<file path="config.mk">
export PLATFORM = sky130hd
export DESIGN_NAME = mem_wb_stage_flat
export DESIGN_NICKNAME = d
export VERILOG_FILES = /design/src/rtl/mem_wb_stage_if.sv /design/src/rtl/mem_wb_stage.sv /design/src/flat_wrapper.sv
export SDC_FILE = /design/constraint.sdc
export NUM_CORES = 1
export LEC_CHECK = 0
export ABC_CLOCK_PERIOD_IN_PS = 5700
export CAP_MARGIN = 25
export CORE_MARGIN = 1.5
export CORE_UTILIZATION = 55
export CTS_CLUSTER_DIAMETER = 50
export DETAILED_ROUTE_END_ITERATION = 16
export GPL_ROUTABILITY_DRIVEN = 0
export PLACE_DENSITY = 0.85
export SLEW_MARGIN = 20
export SYNTH_ARGS = -nofsm -noshare
export SYNTH_HDL_FRONTEND = slang
export SYNTH_SLANG_ARGS = --single-unit
</file>
<file path="constraint.sdc">
create_clock -name clk -period 5.7 [get_ports clk]
set_input_delay 1.425 -clock clk [delete_from_list [all_inputs] [get_ports clk]]
set_output_delay 1.425 -clock clk [all_outputs]
set_load 0.1 [all_outputs]
</file>
<file path="src/rtl/mem_wb_stage_if.sv">
// mem_wb_stage_if: EX/MEM entry, data-memory return and register-file write port bundle
interface mem_wb_stage_if #(
  parameter int WIDTH = 32,
  parameter int REGW  = 5
);
  logic             in_valid;
  logic [WIDTH-1:0] in_alu_result;
  logic [WIDTH-1:0] in_pc_plus8;
  logic [REGW-1:0]  in_dest;
  logic [1:0]       in_wb_sel;
  logic             in_reg_write;
  logic             in_mem_read;
  logic [1:0]       in_load_size;
  logic             in_load_unsigned;
  logic [WIDTH-1:0] mem_rdata;
  logic             mem_rvalid;
  logic             stall_out;
  logic [REGW-1:0]  write_reg;
  logic [WIDTH-1:0] write_data_reg;
  logic [1:0]       RegWrite;
  modport master (
    output in_valid, in_alu_result, in_pc_plus8, in_dest, in_wb_sel, in_reg_write,
           in_mem_read, in_load_size, in_load_unsigned, mem_rdata, mem_rvalid,
    input  stall_out, write_reg, write_data_reg, RegWrite
  );
  modport slave (
    input  in_valid, in_alu_result, in_pc_plus8, in_dest, in_wb_sel, in_reg_write,
           in_mem_read, in_load_size, in_load_unsigned, mem_rdata, mem_rvalid,
    output stall_out, write_reg, write_data_reg, RegWrite
  );
endinterface

</file>
<file path="src/rtl/mem_wb_stage.sv">
// mem_wb_stage: MEM/WB stage; waits on load returns, extends load data, drives the register-file write port
module mem_wb_stage #(
  parameter int WIDTH = 32,
  parameter int REGW  = 5
) (
  input  logic         clk,
  input  logic         rst,
  mem_wb_stage_if.slave bus
);
  localparam logic [1:0] RUN = 2'd0, WAIT_MEM = 2'd1, WB_LOAD = 2'd2;
  logic [1:0]       state, state_nx;
  logic             e_valid, e_rw, e_mr, e_uns, accept, do_write;
  logic [WIDTH-1:0] e_alu, e_pc8, load_val, ext, wdata, last_data;
  logic [REGW-1:0]  e_dest, last_reg;
  logic [1:0]       e_sel, e_size;
  logic [7:0]       rbyte;
  logic [15:0]      rhalf;
  assign bus.stall_out = state == WAIT_MEM;
  assign accept = bus.in_valid && !bus.stall_out;
  assign do_write = e_valid && state != WAIT_MEM && e_rw && e_dest != '0;
  // big-endian lanes: byte k sits at bit 8*(3-k), and 3-k is just ~k for a 2-bit k
  assign rbyte = bus.mem_rdata[{~e_alu[1:0], 3'b000} +: 8];
  assign rhalf = bus.mem_rdata[{~e_alu[1], 4'b0000} +: 16];
  always_comb begin
    ext = e_size == 2'b00 ? {{(WIDTH-8){~e_uns & rbyte[7]}}, rbyte}
        : e_size == 2'b01 ? {{(WIDTH-16){~e_uns & rhalf[15]}}, rhalf}
        : bus.mem_rdata;
    wdata = e_sel == 2'b01 ? load_val : e_sel == 2'b10 ? e_pc8 : e_alu;
    state_nx = bus.stall_out ? (bus.mem_rvalid ? WB_LOAD : WAIT_MEM)
             : (accept && bus.in_mem_read ? WAIT_MEM : RUN);
  end
  // the write port shows the live entry only while writing; otherwise the last write is held
  assign bus.write_reg = do_write ? e_dest : last_reg;
  assign bus.write_data_reg = do_write ? wdata : last_data;
  assign bus.RegWrite = {1'b0, do_write};
  always_ff @(posedge clk or negedge rst) begin
    if (!rst) begin
      state <= RUN;
      e_valid <= 1'b0;
      e_alu <= '0;
      e_pc8 <= '0;
      e_dest <= '0;
      e_sel <= '0;
      e_rw <= 1'b0;
      e_mr <= 1'b0;
      e_size <= '0;
      e_uns <= 1'b0;
      load_val <= '0;
      last_reg <= '0;
      last_data <= '0;
    end else begin
      state <= state_nx;
      if (accept) begin
        e_valid <= 1'b1;
        e_alu <= bus.in_alu_result;
        e_pc8 <= bus.in_pc_plus8;
        e_dest <= bus.in_dest;
        e_sel <= bus.in_wb_sel;
        e_rw <= bus.in_reg_write;
        e_mr <= bus.in_mem_read;
        e_size <= bus.in_load_size;
        e_uns <= bus.in_load_unsigned;
      end else if (!bus.stall_out) e_valid <= 1'b0;
      if (bus.stall_out && bus.mem_rvalid) load_val <= ext;
      if (do_write) begin
        last_reg <= e_dest;
        last_data <= wdata;
      end
    end
  end
endmodule

</file>
<file path="src/flat_wrapper.sv">
// flat-port wrapper written by rule: the top's interface ports become plain ports
module mem_wb_stage_flat 
#(
  parameter int WIDTH = 32,
  parameter int REGW  = 5
)
  (clk, rst, bus_in_valid, bus_in_alu_result, bus_in_pc_plus8, bus_in_dest, bus_in_wb_sel, bus_in_reg_write, bus_in_mem_read, bus_in_load_size, bus_in_load_unsigned, bus_mem_rdata, bus_mem_rvalid, bus_stall_out, bus_write_reg, bus_write_data_reg, bus_RegWrite);
  mem_wb_stage_if #(.WIDTH(WIDTH), .REGW(REGW)) bus_i ();
  input  logic clk;
  input  logic rst;
  input wire logic [$bits(bus_i.in_valid)-1:0] bus_in_valid;
  input wire logic [$bits(bus_i.in_alu_result)-1:0] bus_in_alu_result;
  input wire logic [$bits(bus_i.in_pc_plus8)-1:0] bus_in_pc_plus8;
  input wire logic [$bits(bus_i.in_dest)-1:0] bus_in_dest;
  input wire logic [$bits(bus_i.in_wb_sel)-1:0] bus_in_wb_sel;
  input wire logic [$bits(bus_i.in_reg_write)-1:0] bus_in_reg_write;
  input wire logic [$bits(bus_i.in_mem_read)-1:0] bus_in_mem_read;
  input wire logic [$bits(bus_i.in_load_size)-1:0] bus_in_load_size;
  input wire logic [$bits(bus_i.in_load_unsigned)-1:0] bus_in_load_unsigned;
  input wire logic [$bits(bus_i.mem_rdata)-1:0] bus_mem_rdata;
  input wire logic [$bits(bus_i.mem_rvalid)-1:0] bus_mem_rvalid;
  output wire logic [$bits(bus_i.stall_out)-1:0] bus_stall_out;
  output wire logic [$bits(bus_i.write_reg)-1:0] bus_write_reg;
  output wire logic [$bits(bus_i.write_data_reg)-1:0] bus_write_data_reg;
  output wire logic [$bits(bus_i.RegWrite)-1:0] bus_RegWrite;
  assign bus_i.in_valid = bus_in_valid;
  assign bus_i.in_alu_result = bus_in_alu_result;
  assign bus_i.in_pc_plus8 = bus_in_pc_plus8;
  assign bus_i.in_dest = bus_in_dest;
  assign bus_i.in_wb_sel = bus_in_wb_sel;
  assign bus_i.in_reg_write = bus_in_reg_write;
  assign bus_i.in_mem_read = bus_in_mem_read;
  assign bus_i.in_load_size = bus_in_load_size;
  assign bus_i.in_load_unsigned = bus_in_load_unsigned;
  assign bus_i.mem_rdata = bus_mem_rdata;
  assign bus_i.mem_rvalid = bus_mem_rvalid;
  assign bus_stall_out = bus_i.stall_out;
  assign bus_write_reg = bus_i.write_reg;
  assign bus_write_data_reg = bus_i.write_data_reg;
  assign bus_RegWrite = bus_i.RegWrite;
  mem_wb_stage #(.WIDTH(WIDTH), .REGW(REGW)) u_core (.clk(clk), .rst(rst), .bus(bus_i));
endmodule
</file>
# [Word level (Yosys, flattened, before mapping)]
# Cells that the tools add are included.
[classes] eq_ne=6 n_shift=2 n_mux=11 n_bitwise=5 reduce_logical=9
[op_table] op="32-bit 2-to-1 mux" count=5
[op_table] op="32-bit by 6-bit variable part select with 16-bit output" count=1
[op_table] op="32-bit by 6-bit variable part select with 8-bit output" count=1
[op_table] op="2-bit by 1-bit equality test with 1-bit output (second input constant)" count=3
[op_table] op="1-bit logical AND" count=6
[op_table] op="5-bit 2-to-1 mux" count=1
[op_table] op="5-bit nonzero test" count=1
[op_table] op="2-bit 2-to-1 mux" count=2
[op_table] op="1-bit 2-to-1 mux" count=3
[op_table] op="1-bit AND" count=2
[op_table] op="2-bit equality test (second input constant)" count=1
[op_table] op="2-bit zero test" count=1
[op_table] op="2-bit by 1-bit != test with 1-bit output (second input constant)" count=1
[op_table] op="2-bit != test (second input constant)" count=1
[op_table] op="1-bit NOT" count=2
[op_table] op="2-bit NOT" count=1
[op_table] op="1-bit zero test" count=1
[word_totals] regBits=147 input_bits=112 output_inout_bits=40 word_cells=45

# [Depth between registers and ports, before layout]
# Gate-level depths: netlist of the first run.
[depth] word_depth=6 mapped_depth=5 ltp_nobuf=4

# [Worst setup path after synthesis of the first run]
# OpenSTA, ideal clock, no wires.
[synth_path] kind="register to output" startpoint="register u_core.e_dest[0]" endpoint="output port bus_write_data_reg[10]" t_arrival_ns=1.878 required_time_ns=4.275 path_slack_ns=2.397 path_stages_with_launch=5 path_buffers=1 cell_sequence="dfrtp_1 -> or4_1 -> o2111a_1 -> buf_2 -> mux2_2"
[synth_via] elab_chain_len=3
[synth_rtl] element="from (decl)" line="mem_wb_stage.sv:14" text="logic [REGW-1:0] e_dest, last_reg;"
[synth_rtl] element="from (signal assigned)" line="mem_wb_stage.sv:57" text="e_dest <= bus.in_dest;"
[synth_rtl] element="5-bit nonzero test" line="mem_wb_stage.sv:20" text="assign do_write = e_valid && state != WAIT_MEM && e_rw && e_dest != '0;"
[synth_rtl] element="1-bit logical AND" line="mem_wb_stage.sv:20"
[synth_rtl] element="32-bit 2-to-1 mux" line="mem_wb_stage.sv:34" text="assign bus.write_data_reg = do_write ? wdata : last_data;"
[synth_rtl] element="to (decl)" line="flat_wrapper.sv:24" text="output wire logic [$bits(bus_i.write_data_reg)-1:0] bus_write_data_reg;"
# No other way between the ends.

# [Final worst setup path of the first run]
[layout_path] startpoint="register u_core.e_dest[0]" endpoint="output port bus_write_reg[4]"
[layout_via] elab_chain_len=3
[layout_rtl] element="5-bit nonzero test" line="mem_wb_stage.sv:20"
[layout_rtl] element="1-bit logical AND" line="mem_wb_stage.sv:20"
[layout_rtl] element="5-bit 2-to-1 mux" line="mem_wb_stage.sv:33" text="assign bus.write_reg = do_write ? e_dest : last_reg;"
[layout_rtl] element="to (decl)" line="flat_wrapper.sv:23" text="output wire logic [$bits(bus_i.write_reg)-1:0] bus_write_reg;"
# No other way between the ends.

==> results of run 1 <==
## through the flow
step	util	hold WS, ns	setup WS, ns
6_report	0.748	0.492	0.836
5_1_grt	0.748	0.504	0.769
4_1_cts	0.744	0.496	0.810
3_5_place_dp	0.698	0.479	1.28
3_3_place_gp	0.691	0.460	1.20
2_1_floorplan	-	0.447	2.40
## cells by family after synthesis
kind of cell,Yosys count,synth area share
DFF,147,0.503
muxes,206,0.313
other,1,0.000513
xor gates and xnor gates,1,0.00120
AOI/OAI and AO/OA,98,0.0827
and+or+nand+nor,87,0.0649
buffers and inverters,56,0.0347
## layout make-up
| class | count | area, um2 | share of cell area |
|---|---|---|---|
| Sequential cell | 147 | 3680 | 0.385 |
| Multi-Input combinational cell | 393 | 3390 | 0.355 |
| Timing Repair Buffer | 163 | 1660 | 0.173 |
| Clock buffer | 20 | 437 | 0.0457 |
| Tap cell | 172 | 215 | 0.0225 |
| Clock inverter | 12 | 156 | 0.0164 |
| Inverter | 4 | 15.0 | 0.00157 |
## cell usage after synthesis (8+ instances only)
cell / instances
a21oi_1: 24
a31oi_1: 9
and2_1: 8
buf_2: 11
clkbuf_1: 32
dfrtp_1: 147
mux2_2: 95
mux2_4: 19
mux2i_1: 91
nand2_1: 11
nor2_1: 34
nor3b_1: 15
o21a_1: 14
o21ai_0: 22
o22ai_1: 16
## layer usage
layer,global-route usage,routed length [um],up-vias
met1,0.321,7300,2600
met5,0,0,-
li1,-,-,2425
met2,0.445,9270,181
met4,0.0854,345,0
met3,0.0719,1130,30
## cell usage in the layout, fill, tap and decap left out, types with 3 or more instances in the layout
cell type        instances
a21oi_1                 24
a31oi_1                  9
a41oi_1                  7
and2_1                   8
buf_16                   4
buf_4                   22
bufinv_16                3
clkbuf_1                 3
clkbuf_16               17
clkdlybuf4s50_1        135
clkinvlp_4               4
dfrtp_1                145
inv_1                    3
mux2_2                  95
mux2_4                  19
mux2i_1                 90
nand2_1                 10
nand3b_1                 6
nor2_1                  34
nor3b_1                 15
nor4b_1                  7
o21a_1                  14
o21ai_0                 22
o22ai_1                 16
## path summary, 6_finish.rpt
check	startpoint	endpoint	slack, ns
worst max-delay path	u_core.e_dest[0]	bus_write_reg[4]	0.84
worst max register to register	u_core.e_dest[0]	u_core.last_data[19]	3.45
max in group asynchronous	rst	u_core.e_alu[24]	3.52
worst min-delay path	u_core.last_data[26]	u_core.last_data[26]	0.49
worst min register to register	u_core.last_data[26]	u_core.last_data[26]	0.49
min in group asynchronous	rst	u_core.last_data[16]	0.95
==> impl_metrics.env, run 1 <==
export IMPL_arrival_ns=3.44
export IMPL_yosysTopAreaCellShare=0.503
export IMPL_clock_path_buffers=2
export IMPL_slew_violations=0
export IMPL_drtIter0Drc=433
export IMPL_cts_hold_buf=0
export IMPL_antenna_found_initial=0
export IMPL_slew_limit_headroom=0.332
export IMPL_synth_edf_count=0
export IMPL_synth_ff_type="dfrtp_1"
export IMPL_fin_crit_sh=0.853
export IMPL_synthTopCellsByArea="dfrtp_1, mux2_2, mux2i_1"
export IMPL_fmax_mhz=206
export IMPL_seq_area_frac_synth=0.503
export IMPL_initial_core_util=0.572
export IMPL_dieArea_um2=14000
export IMPL_dr_pass1_iters=5
export IMPL_dp_hpwl_mm=12.0
export IMPL_r2r_cells=5
export IMPL_die_h_um=118
export IMPL_cp_max_fo=14
export IMPL_ctsResizeCount=0
export IMPL_fillers=851
export IMPL_yosysWarnings=0
export IMPL_ys_types=36
export IMPL_grt_use_total=0.261
export IMPL_setup_violations=0
export IMPL_required_ns=4.28
export IMPL_skew_ns=0.0110
export IMPL_drt_wl_total_mm=18.0
export IMPL_critPathLaunchType="register"
export IMPL_grt_pass1_wl_mm=28.6
export IMPL_fin_crit_ns=4.86
export IMPL_hold_depth=1
export IMPL_worstSkewPairLatency_ns=0.43
export IMPL_slowest_delay_ns=1.13
export IMPL_boundaryPins=152
export IMPL_postRouteAntennaNets=0
export IMPL_num_rows=41
export IMPL_cts_tree="built"
export IMPL_fin_nets=838
export IMPL_drive_above_1_share=0.240
export IMPL_async_reset_ff_frac=1.00
export IMPL_grt_max_degree=109
export IMPL_portBuffers=150
export IMPL_area_growth_syn_to_layout_pct=30.7
export IMPL_root_buffer="clkbuf_16"
export IMPL_placed_area_um2=8920
export IMPL_vias=5236
export IMPL_synth_seq_cells=147
export IMPL_crit_chain="or4_1, o2111a_2, buf_16, mux2_2, clkdlybuf4s50_1"
export IMPL_clkSinkCount=147
export IMPL_antennaDiodeCount=0
export IMPL_drc=0
export IMPL_syn_nets=708
export IMPL_finish_cell_count_without_fillers=911
export IMPL_yosys_area_top_type="dfrtp_1"
export IMPL_syn_area_um2=7310
export IMPL_numCtsBuffers=17
export IMPL_cp_num_buf_inv=2
export IMPL_crit_family="buffers and inverters"
export IMPL_maxCapViolCount=0
export IMPL_outcome="finished clean"
export IMPL_wl_per_cell_um=19.8
export IMPL_die_x_um=118
export IMPL_avgViaCountPerCell=5.75
export IMPL_worst_path_stages=5
export IMPL_clkTransAtPathRegs_ns=0.06
export IMPL_grt_pass1_vias=5534
export IMPL_tightest_slew_ns=0.998
export IMPL_coreArea_um2=12800
export IMPL_cp_slowest_cell="clkdlybuf4s50_1"
export IMPL_hold_viol=0
export IMPL_cp_end_kind="output port"
export IMPL_dp_cells=877
export IMPL_rsz0062_at_grt="no"
export IMPL_gr_total_overflow=0
export IMPL_post_cts_buffers=0
export IMPL_htree_levels=4
export IMPL_fin_area_um2=9560
export IMPL_setup_tns_ns=0
export IMPL_path_class="register to output port"
export IMPL_syn_avg_cell_area_um2=12.3
export IMPL_hold_path_class="register to register"
export IMPL_syn_inst=596
Power of run 1 is not shown: default switching activity piles up to over one toggle a cycle in this logic, so the estimate is an artifact.
==> inputs of run 2 (changes only) <==
--- a/config.mk
+++ b/config.mk
@@ -7,12 +7,12 @@
 export LEC_CHECK = 0
 export ABC_CLOCK_PERIOD_IN_PS = 5700
 export CAP_MARGIN = 25
-export CORE_MARGIN = 1.5
 export CORE_UTILIZATION = 55
 export CTS_CLUSTER_DIAMETER = 50
 export DETAILED_ROUTE_END_ITERATION = 16
 export GPL_ROUTABILITY_DRIVEN = 0
 export PLACE_DENSITY = 0.85
+export RECOVER_POWER = 100
 export SLEW_MARGIN = 20
 export SYNTH_ARGS = -nofsm -noshare
 export SYNTH_HDL_FRONTEND = slang
==> impl_metrics.env, run 2 (synthesis results as in run 1) <==
export IMPL_die_x_um=117
export IMPL_final_common_cell="dfrtp_1"
export IMPL_top_layer="met4"
export IMPL_avgViaCountPerCell=5.84
export IMPL_slew_violations=162
export IMPL_htree_levels=4
export IMPL_num_rows=41
export IMPL_multiInputGateArea_um2=3320
export IMPL_dieArea_um2=13800
export IMPL_crit_chain="or4_1, o2111a_2, buf_4, mux2_1, dlygate4sd3_1"
export IMPL_fmax_mhz=195
export IMPL_outcome="finished with violations"
export IMPL_r2r_start="u_core.state[1]"
export IMPL_antenna_found_initial=0
export IMPL_place_worst_setup_slack_ns=1.13
export IMPL_fin_crit_ns=5.13
export IMPL_arrival_ns=3.71
export IMPL_cp_end_kind="output port"
export IMPL_required_ns=4.28
export IMPL_ctsResizeCount=0
export IMPL_hold_viol=0
export IMPL_portBuffers=150
export IMPL_violations="capacitance limit, slew limit"
export IMPL_skew_ns=0.00774
export IMPL_clkTransAtPathRegs_ns=0.06
export IMPL_post_cts_buffers=0
export IMPL_worstSkewPairLatency_ns=0.42
export IMPL_drc=0
export IMPL_tightest_slew_ns=2.62
export IMPL_cp_max_fo=20
export IMPL_dp_hpwl_mm=11.7
export IMPL_slew_limit_headroom=-0.745
export IMPL_gr_total_overflow=0
export IMPL_die_h_um=117
export IMPL_wl_per_cell_um=19.6
export IMPL_cts_tree="built"
export IMPL_wl_met2_mm=8.85
export IMPL_cp_startpoint="u_core.e_dest[3]"
export IMPL_initial_core_util=0.572
export IMPL_hold_path_class="register to register"
export IMPL_grt_use_total=0.271
export IMPL_rsz0062_at_grt="no"
export IMPL_numCtsBuffers=17
export IMPL_wl_met1_mm=7.69
export IMPL_fin_crit_sh=0.900
export IMPL_dr_pass1_iters=5
export IMPL_cts_hold_buf=0
export IMPL_clkSinkCount=147
export IMPL_critPathLaunchType="register"
export IMPL_maxCapViolCount=2
export IMPL_cp_slowest_cell="dlygate4sd3_1"
export IMPL_root_buffer="clkbuf_16"
export IMPL_dr_wl_met3_um=886
export IMPL_fillers=857
export IMPL_utilization=0.738
export IMPL_holdCritStartpoint="u_core.last_data[13]"
export IMPL_area_growth_syn_to_layout_pct=28.9
export IMPL_grt_pass1_wl_mm=29.1
export IMPL_fin_nets=835
export IMPL_setup_tns_ns=0
export IMPL_postRouteAntennaNets=0
export IMPL_layout_common_cells="dfrtp_1, clkdlybuf4s50_1, mux2i_1"
export IMPL_layout_setup_ws_ns=0.567
export IMPL_boundaryPins=152
export IMPL_grt_max_degree=103
export IMPL_coreArea_um2=12800
export IMPL_register_area_um2=3680
export IMPL_antennaDiodeCount=0
export IMPL_drive_above_1_share=0.167
export IMPL_slowest_delay_ns=1.23
export IMPL_vias=5307
export IMPL_drtIter0Drc=458
export IMPL_drt_wl_total_mm=17.8
export IMPL_clock_path_buffers=2
export IMPL_path_class="register to output port"
export IMPL_grt_pass1_vias=5432
export IMPL_setup_violations=0
run 2: changes by cell type in the layout (fill, tap and decap cells not counted), moves of 2 or more:
cell	before	now
inv_6	2	0
clkinv_2	2	4
mux2_1	0	34
clkbuf_1	3	6
mux2_2	95	79
clkdlybuf4s50_1	135	108
buf_16	4	0
clkbuf_8	0	4
mux2_4	19	1
dlygate4sd3_1	0	39
buf_4	22	4
clkinvlp_4	4	1
clkbuf_2	0	2
run 2: area by class of cell:
| class | count | area share |
|---|---|---|
| timing repair buffer | 160 | 0.168 |
| clock buffer | 23 | 0.0518 |
| multi-input combinational | 393 | 0.352 |
| sequential | 147 | 0.391 |
| tap | 172 | 0.0228 |
| inverter | 4 | 0.00159 |
| clock inverter | 9 | 0.0134 |
run 2: final timing paths:
check | slack, ns | to | cells past startpoint
setup / recovery | 0.57 | bus_write_reg[2] | 5
min in group asynchronous | 1.79 | u_core.e_alu[19] | 1
setup reg to reg | 1.84 | u_core.e_alu[11] | 4
hold reg to reg | 0.48 | u_core.last_data[13] | 1
hold / removal | 0.48 | u_core.last_data[13] | 1
max in group asynchronous | 1.66 | u_core.e_alu[18] | 2
run 2: layer usage:
metal	vias up	global-route usage
li1	2426	-
met2	189	0.438
met5	-	0
met3	33	0.0608
met4	0	0.0844
met1	2659	0.363
run 2: through the flow:
step                area, um2  std cells  hold slack [ns]
global route             9420        908            0.500
CTS                      9500        906            0.497
finish                   9420        908            0.479
floorplan                7310        596            0.447
global placement         8860        873            0.471
detailed placement       8880        874            0.478
run 2: worst max-delay path: cells and delay by family, from the launching register on:
kind / cells / cell delay (ns)
DFF: 1 / 0.40
AOI/OAI and AO/OA: 1 / 0.50
and+or+nand+nor: 1 / 0.53
buffers and inverters: 2 / 1.57
muxes: 1 / 0.27
Power of run 2 is left out for the same reason.
==> RTL change: new RTL, config.mk and constraints of run 2 <==
Make the reset (`rst`) synchronous in one clocked block.
--- a/src/rtl/mem_wb_stage.sv
+++ b/src/rtl/mem_wb_stage.sv
@@ -33,7 +33,7 @@
   assign bus.write_reg = do_write ? e_dest : last_reg;
   assign bus.write_data_reg = do_write ? wdata : last_data;
   assign bus.RegWrite = {1'b0, do_write};
-  always_ff @(posedge clk or negedge rst) begin
+  always_ff @(posedge clk) begin
     if (!rst) begin
       state <= RUN;
       e_valid <= 1'b0;
Function: differs if rst is asserted again (counterexample within 4 cycles, from zero or initial values and one cycle with rst low); with rst held inactive, the same outputs for 4 cycles.
==> RTL change against run 2 <==
The flow still finishes with violations (capacitance limit, slew limit). Fmax up 8.2%. Setup slack better by 0.39 ns. Worst hold slack worse by 0.023 ns. Area after synthesis down 4.0%. Wire length up 2.7%. Global-route usage up 1.7 points. Sequential cell count unchanged. Highest routed layer unchanged. Final area down 3.9%. Cell count up 22%.
==> RTL change: results <==
set metrics [dict create \
    synth_area_leaders "dfxtp_1, a21oi_1, nand2_1" \
    met1_usage_pct 37.3 \
    slew_headroom_pct -33.8 \
    hold_end "u_core.e_pc8[29]" \
    cap_violations 2 \
    place_area_um2 8500 \
    drv_slew 131 \
    status "finished, violations left" \
    clock_area_share_pct 6.11 \
    min_path_cells 2 \
    synth.yosys.seq_area_share_pct 41.9 \
    syn2layout_area_growth_pct 29.0 \
    wl_per_cell_um 16.5 \
    max_stage_delay_ns 1.43 \
    tap_cells 168 \
    regToRegEndpoint "u_core.load_val[27]" \
    multiInputGateArea_um2 3730 \
    wl_met1_mm 8.26 \
    synth_cell_types 39 \
    violations "capacitance limit, slew limit" \
    nMultiInputCombCells 595 \
    place_ws_ns 1.55 \
    dr.first_iter.drc_count 483 \
    worst-path-max-fanout 78 \
    grt_usage_pct 28.8 \
    gr-usage-met2_pct 46.3 \
    final.setup_skew_ns 0.00791 \
    dr_wl_met3_mm 1.18 \
    inv_count 2 \
    nNetsFinal 1037 \
    met2_length_mm 8.52 \
    async_flop_share_pct 0 \
    synthFlopType "dfxtp_1" \
    ys_top_cells_by_count "nand2_1, a21oi_1, dfxtp_1" \
    drt-vias-per-instance 5.72 \
    grt_pass1_vias 5856 \
    crit_path_top_delay_cell "clkbuf_1" \
    arrival_ns 5.05 \
    whs_ns 0.456 \
]
==> RTL change: cells by family (layout without fill, tap and decap cells) <==
kind of cell,Yosys count,after routing,share of synthesized area (%)
buffers and inverters,76,195,5.06
AO/OA/AOI/OAI,288,288,24.8
AND/OR/NAND/NOR,228,228,14.4
flip-flops,147,147,41.9
other,1,1,0.0534
multiplexers,78,78,13.7
==> RTL change: worst max path at each step <==
stage | end | cells past startpoint | start | slack (ns)
after floorplan | bus_write_data_reg[31] | 6 | u_core.e_sel[0] | 2.60
after global placement | bus_write_data_reg[31] | 6 | u_core.e_dest[1] | 1.57
after detailed placement | bus_write_data_reg[3] | 5 | u_core.e_sel[1] | 1.55
after CTS | bus_write_data_reg[6] | 5 | u_core.e_sel[1] | 1.05
after global routing | u_core.e_pc8[11] | 5 | rst | 0.66
final | u_core.e_size[1] | 5 | rst | 0.96
